===== config.mk =====
export PLATFORM = sky130hd
export DESIGN_NAME = alu_fu_buffered
export DESIGN_NICKNAME = d
export VERILOG_FILES = /design/src/rtl/alu_fu_buffered.sv
export SDC_FILE = /design/constraint.sdc
export NUM_CORES = 1
export LEC_CHECK = 0
export CAP_MARGIN = 20
export CORE_MARGIN = 2
export CORE_UTILIZATION = 53
export CTS_CLUSTER_DIAMETER = 150
export DETAILED_ROUTE_END_ITERATION = 12
export GPL_TIMING_DRIVEN = 0
export HOLD_SLACK_MARGIN = 0.12
export PLACE_DENSITY = 0.79
export SYNTH_ARGS = -nofsm -noshare
export SYNTH_HDL_FRONTEND = slang
export SYNTH_SLANG_ARGS = --single-unit

===== constraint.sdc =====
create_clock -name clk -period 5.1 [get_ports clk]
set_clock_uncertainty 0.2 [all_clocks]
set_input_delay 1.02 -clock clk [delete_from_list [all_inputs] [get_ports clk]]
set_output_delay 1.02 -clock clk [all_outputs]
set_load 0.05 [all_outputs]

===== src/rtl/alu_fu_buffered.sv =====
// Integer ALU functional unit with a small result FIFO in front of the CDB.
// Each accepted issue is computed in the same cycle and queued until the arbiter grants it.
module alu_fu_buffered #(
    parameter int XLEN  = 32,
    parameter int TAG_W = 6,
    parameter int ROB_W = 6,
    parameter int DEPTH = 2
) (
    input  logic             clk,
    input  logic             rst,
    input  logic             flush,
    input  logic             issue_valid,
    output logic             issue_ready,
    input  logic [TAG_W-1:0] issue_rd,
    input  logic [ROB_W-1:0] issue_rob_num,
    input  logic [XLEN-1:0]  issue_src1,
    input  logic [XLEN-1:0]  issue_src2,
    input  logic [XLEN-1:0]  issue_imm,
    input  logic [3:0]       issue_op,
    input  logic             issue_src_sel,
    input  logic             issue_reg_write,
    output logic             cdb_request,
    input  logic             cdb_grant,
    output logic [TAG_W-1:0] cdb_tag,
    output logic [ROB_W-1:0] cdb_rob_num,
    output logic [XLEN-1:0]  cdb_data,
    output logic             cdb_reg_write
);
    localparam int SH_W  = $clog2(XLEN);
    localparam int PTR_W = (DEPTH > 1) ? $clog2(DEPTH) : 1;
    localparam int CNT_W = $clog2(DEPTH + 1);

    function automatic logic [XLEN-1:0] alu_calc(input logic [3:0] op,
                                                 input logic [XLEN-1:0] a,
                                                 input logic [XLEN-1:0] b);
        logic signed [XLEN-1:0] sa;
        logic signed [XLEN-1:0] sb;
        logic [SH_W-1:0]        sh;
        sa = $signed(a);
        sb = $signed(b);
        sh = b[SH_W-1:0];
        case (op)
            4'd0:    alu_calc = a + b;
            4'd1:    alu_calc = a ^ b;
            4'd2:    alu_calc = a | b;
            4'd3:    alu_calc = $unsigned(sa >>> sh);
            4'd4:    alu_calc = b;
            4'd5:    alu_calc = a - b;
            4'd6:    alu_calc = a & b;
            4'd7:    alu_calc = a << sh;
            4'd8:    alu_calc = a >> sh;
            4'd9:    alu_calc = {{(XLEN-1){1'b0}}, (sa < sb)};
            4'd10:   alu_calc = {{(XLEN-1){1'b0}}, (a < b)};
            default: alu_calc = '0;
        endcase
    endfunction

    function automatic logic [PTR_W-1:0] ptr_next(input logic [PTR_W-1:0] p);
        ptr_next = (p == PTR_W'(DEPTH - 1)) ? '0 : p + PTR_W'(1);
    endfunction

    logic [TAG_W-1:0] tag_q  [DEPTH];
    logic [ROB_W-1:0] rob_q  [DEPTH];
    logic [XLEN-1:0]  data_q [DEPTH];
    logic             rw_q   [DEPTH];
    logic [PTR_W-1:0] head;
    logic [PTR_W-1:0] tail;
    logic [CNT_W-1:0] count;

    logic            empty;
    logic            push;
    logic            pop;
    logic [XLEN-1:0] result;

    assign empty       = rst || (count == '0);
    assign issue_ready = !rst && (count < CNT_W'(DEPTH));
    assign push        = issue_valid && issue_ready && !flush;
    assign pop         = cdb_request && cdb_grant && !flush;
    assign result      = alu_calc(issue_op, issue_src1,
                                  issue_src_sel ? issue_imm : issue_src2);

    // Issue stage: result lands at the tail on the accepting edge
    always_ff @(posedge clk) begin
        if (rst) begin
            count <= '0;
            head  <= '0;
            tail  <= '0;
            for (int i = 0; i < DEPTH; i++) begin
                tag_q[i]  <= '0;
                rob_q[i]  <= '0;
                data_q[i] <= '0;
                rw_q[i]   <= 1'b0;
            end
        end else if (flush) begin
            count <= '0;
            head  <= '0;
            tail  <= '0;
        end else begin
            if (push) begin
                tag_q[tail]  <= issue_rd;
                rob_q[tail]  <= issue_rob_num;
                data_q[tail] <= result;
                rw_q[tail]   <= issue_reg_write;
                tail         <= ptr_next(tail);
            end
            if (pop)
                head <= ptr_next(head);
            if (push && !pop)
                count <= count + CNT_W'(1);
            else if (pop && !push)
                count <= count - CNT_W'(1);
        end
    end

    // Broadcast stage: head entry drives the CDB, zeroed whenever nothing is queued
    assign cdb_request   = !empty;
    assign cdb_tag       = empty ? '0 : tag_q[head];
    assign cdb_rob_num   = empty ? '0 : rob_q[head];
    assign cdb_data      = empty ? '0 : data_q[head];
    assign cdb_reg_write = empty ? 1'b0 : rw_q[head];

endmodule

==> metrics.cfg <==
[worst_setup_path]
timing.critical_path.fanout_max=17
setup.worst_path.class=input pin to flop
cp_data_arrival_time_ns=5.04
worst_setup_path_start_kind=input pin
worstSetupEndpointType=flop
critPathRequiredTime_ns=4.98

[global_routing]
grt_util_all_layers=0.470
gr-total-overflow=0
grtUsageMet2=0.736
grt_max_degree=26
grt_use_met1=0.575
grt-busiest-layer=met2
vias_in_the_first_global_route=15300
antenna_found_initial=0
first_pass_grt_wire_length_um=94300
gr-usage-met3=0.0974

[clock_network]
htreeDepth=3
post_cts_clock_slew_at_the_launch_and_capture_registers_of_the_worst_setup_and_hold_paths_ns=0.07
tritoncts.num_buffers=9
clk_path_buf_depth=2
clock_insertion_delay_worst_skew_ns=0.35
cts_root_buf=clkbuf_16
cts_tree=yes
cts.sinks=95

[drt]
drt-pass1-iter-count=8
via_per_inst=7.18
detail_route.wirelength_um=64700
route.antenna.remaining_nets=0
drcViolationCount=0
detailedRoute.firstIterationViolations=2697
drt-wirelength-per-cell_um=29.0
num_vias=16000

[floorplan]
initial_core_util=0.543
die-width_um=165
die_area_sq_mm=0.0273
core_area_sq_mm=0.0253
standard_cell_rows=58
ios=166
die_h_um=165

[power]
leakage_nw=6.55
cellPowerDensity_mw_per_mm2=199
maximum_resistive_drop_on_vdd_mv=0.324

[timing]
post_route_worst_setup_slack_ns=-0.0661
final_hold_viol_count=0
slew-limit-headroom=0.227
final.period_utilization=1.01
rsz0062_at_grt=no
final.min_clock_period_ns=5.17
max_slew.worst_pin.slew_ns=1.14
drv_slew=0
achievable-frequency_mhz=194
finalSetupViolCount=2

[cells_and_area]
finish.net_count=2123
layout_commonest_cell=nor2_1
finish.utilization=0.662
proportion_of_layout_cells_with_a_drive_suffix_above_1=0.106
area_delta_synth_final_pct=21.9
antenna_cells=0
mostFrequentLayoutCells=nor2_1 (220), clkdlybuf4s50_1 (161), nand2_1 (138)

[placed_design]
detailed_place_hpwl_um=50800
gp_congestion=1.14
dp_worst_setup_slack_ns=-1.88
placement.io_buffers=163

[yosys]
synth_flop_cell=edfxtp_1
synth_enable_flop_cells=90
synthesis.instances=1706
synth.top_cell.area_share=0.197
synthArstFlopShare=0
synth_nets=1935
synth.ff_latch_count=95
synthDistinctLibCells=91
syn_avg_cell_area_sq_um=8.06
synth.top_cells.by_area=edfxtp_1 (20%), mux2i_1 (10%), ha_1 (9.8%)
synth_area_leader_cell=edfxtp_1
seq_area_frac_synth=0.204
yosysWarnings=0
post_synthesis_instance_area_sq_mm=0.0138

[status]
violated_checks=setup timing
outcome=complete, but fails checks

[flow_run]
cap_viol_max_count=0

[hold_path]
type_of_the_tightest_min_delay_check=flop to flop

==> metal layers <==
| layer | vias up | routed length [um] |
|---|---|---|
| li1 | 6755 | - |
| met1 | 7418 | 22300 |
| met2 | 1447 | 28200 |
| met3 | 392 | 8460 |
| met4 | 0 | 5720 |
| met5 | - | 0 |
==> cells in the mapped netlist (all sizes together) (7+ instances only) <==
| cell type | count |
|---|---|
| and2 | 35 |
| buf | 48 |
| mux2i | 147 |
| a221oi | 20 |
| nand3 | 25 |
| nand2 | 138 |
| nand2b | 19 |
| o221ai | 17 |
| xnor2 | 14 |
| a2111oi | 7 |
| o22ai | 22 |
| nor2 | 220 |
| mux4 | 37 |
| o31ai | 12 |
| clkbuf | 76 |
| edfxtp | 90 |
| mux2 | 15 |
| nor3 | 38 |
| a31oi | 17 |
| nor2b | 17 |
| nor4 | 7 |
| a22oi | 12 |
| a21oi | 137 |
| inv | 94 |
| a221o | 9 |
| o21bai | 11 |
| a211oi | 25 |
| a21o | 14 |
| o21ai | 91 |
| o211ai | 18 |
| ha | 108 |
| and3 | 24 |
| nand4 | 12 |
==> where the power goes <==
group,internal [mW],switching (mW),leakage (nW),total (mW)
combinational,0.633,1.15,5.44,1.78
clock,0.340,0.312,0.129,0.651
sequential,0.889,0.0115,0.988,0.900
total,1.86,1.47,6.55,3.33
==> stage by stage <==
stage | setup TNS [ns] | instances | power, mW | hold WS [ns] | instance area (sq um)
after global placement | -63.02 | 2199 | 2.49 | 0.287 | 15900
after detailed placement | -62.40 | 2203 | 2.51 | 0.322 | 16000
final | -0.119 | 2229 | 3.33 | 0.336 | 16800
after floorplan | 0 | 1706 | 1.92 | 0.272 | 13800
after global routing | 0 | 2229 | 3.42 | 0.374 | 16800
after CTS | -0.0416 | 2226 | 3.20 | 0.333 | 16600
==> cell type report <==
class                           count  area, sq um
Clock inverter                      7         66.3
Sequential cell                    95         2800
Fill cell                        2148         8560
Clock buffer                        9          225
Multi-Input combinational cell   1393        10400
Timing Repair Buffer              188         1880
Buffer                            112          556
Inverter                           94          375
Timing Repair inverter              1         8.76
Tap cell                          330          413
==> registers in the layout (all words and copies together) (netlist names), named ones only <==
register / cells
data_q: 64
rob_q: 12
tag_q: 12
count: 2
rw_q: 2
head: 1
tail: 1
==> what timing repair did <==
action / 4_1_cts / 5_1_grt
cloned: 0 / 1
gates resized for setup: 64 / 43
buffers inserted: 15 / 6
endpoints found under the setup margin: 54 / 41
hold buffers: 0 / 0
pin swaps: 10 / 5
==> kinds of logic after synthesis <==
kind of cell,count (synthesis),share of synthesized area
AOI/OAI and AO/OA,500,0.245
buffers and inverters,218,0.0649
adders and majority gates,110,0.101
DFF,95,0.204
and+or+nand+nor,566,0.190
xor gates and xnor gates,18,0.0115
muxes,199,0.184
==> path summary, 6_finish.rpt <==
check	from	end	slack (ns)	cells after the start
worst max-delay path	issue_imm[3]	data_q[0][11]	-0.07	11
worst min register to register	head	flop	0.34	2
worst max register to register	count[1]	rob_q[0][0]	2.57	7
worst min-delay path	head	flop	0.34	2
==> worst max-delay path, cell delays in order <==
cell	delay, ns
clkdlybuf4s50_1	0.50
mux2i_4	0.09
buf_4	0.15
inv_2	0.29
clkbuf_1	0.52
buf_1	0.72
nor2_1	0.19
a211oi_1	0.68
o221ai_1	0.44
a21oi_1	0.33
nor2_1	0.10
No activity file was read; power rests on OpenSTA's default activity.
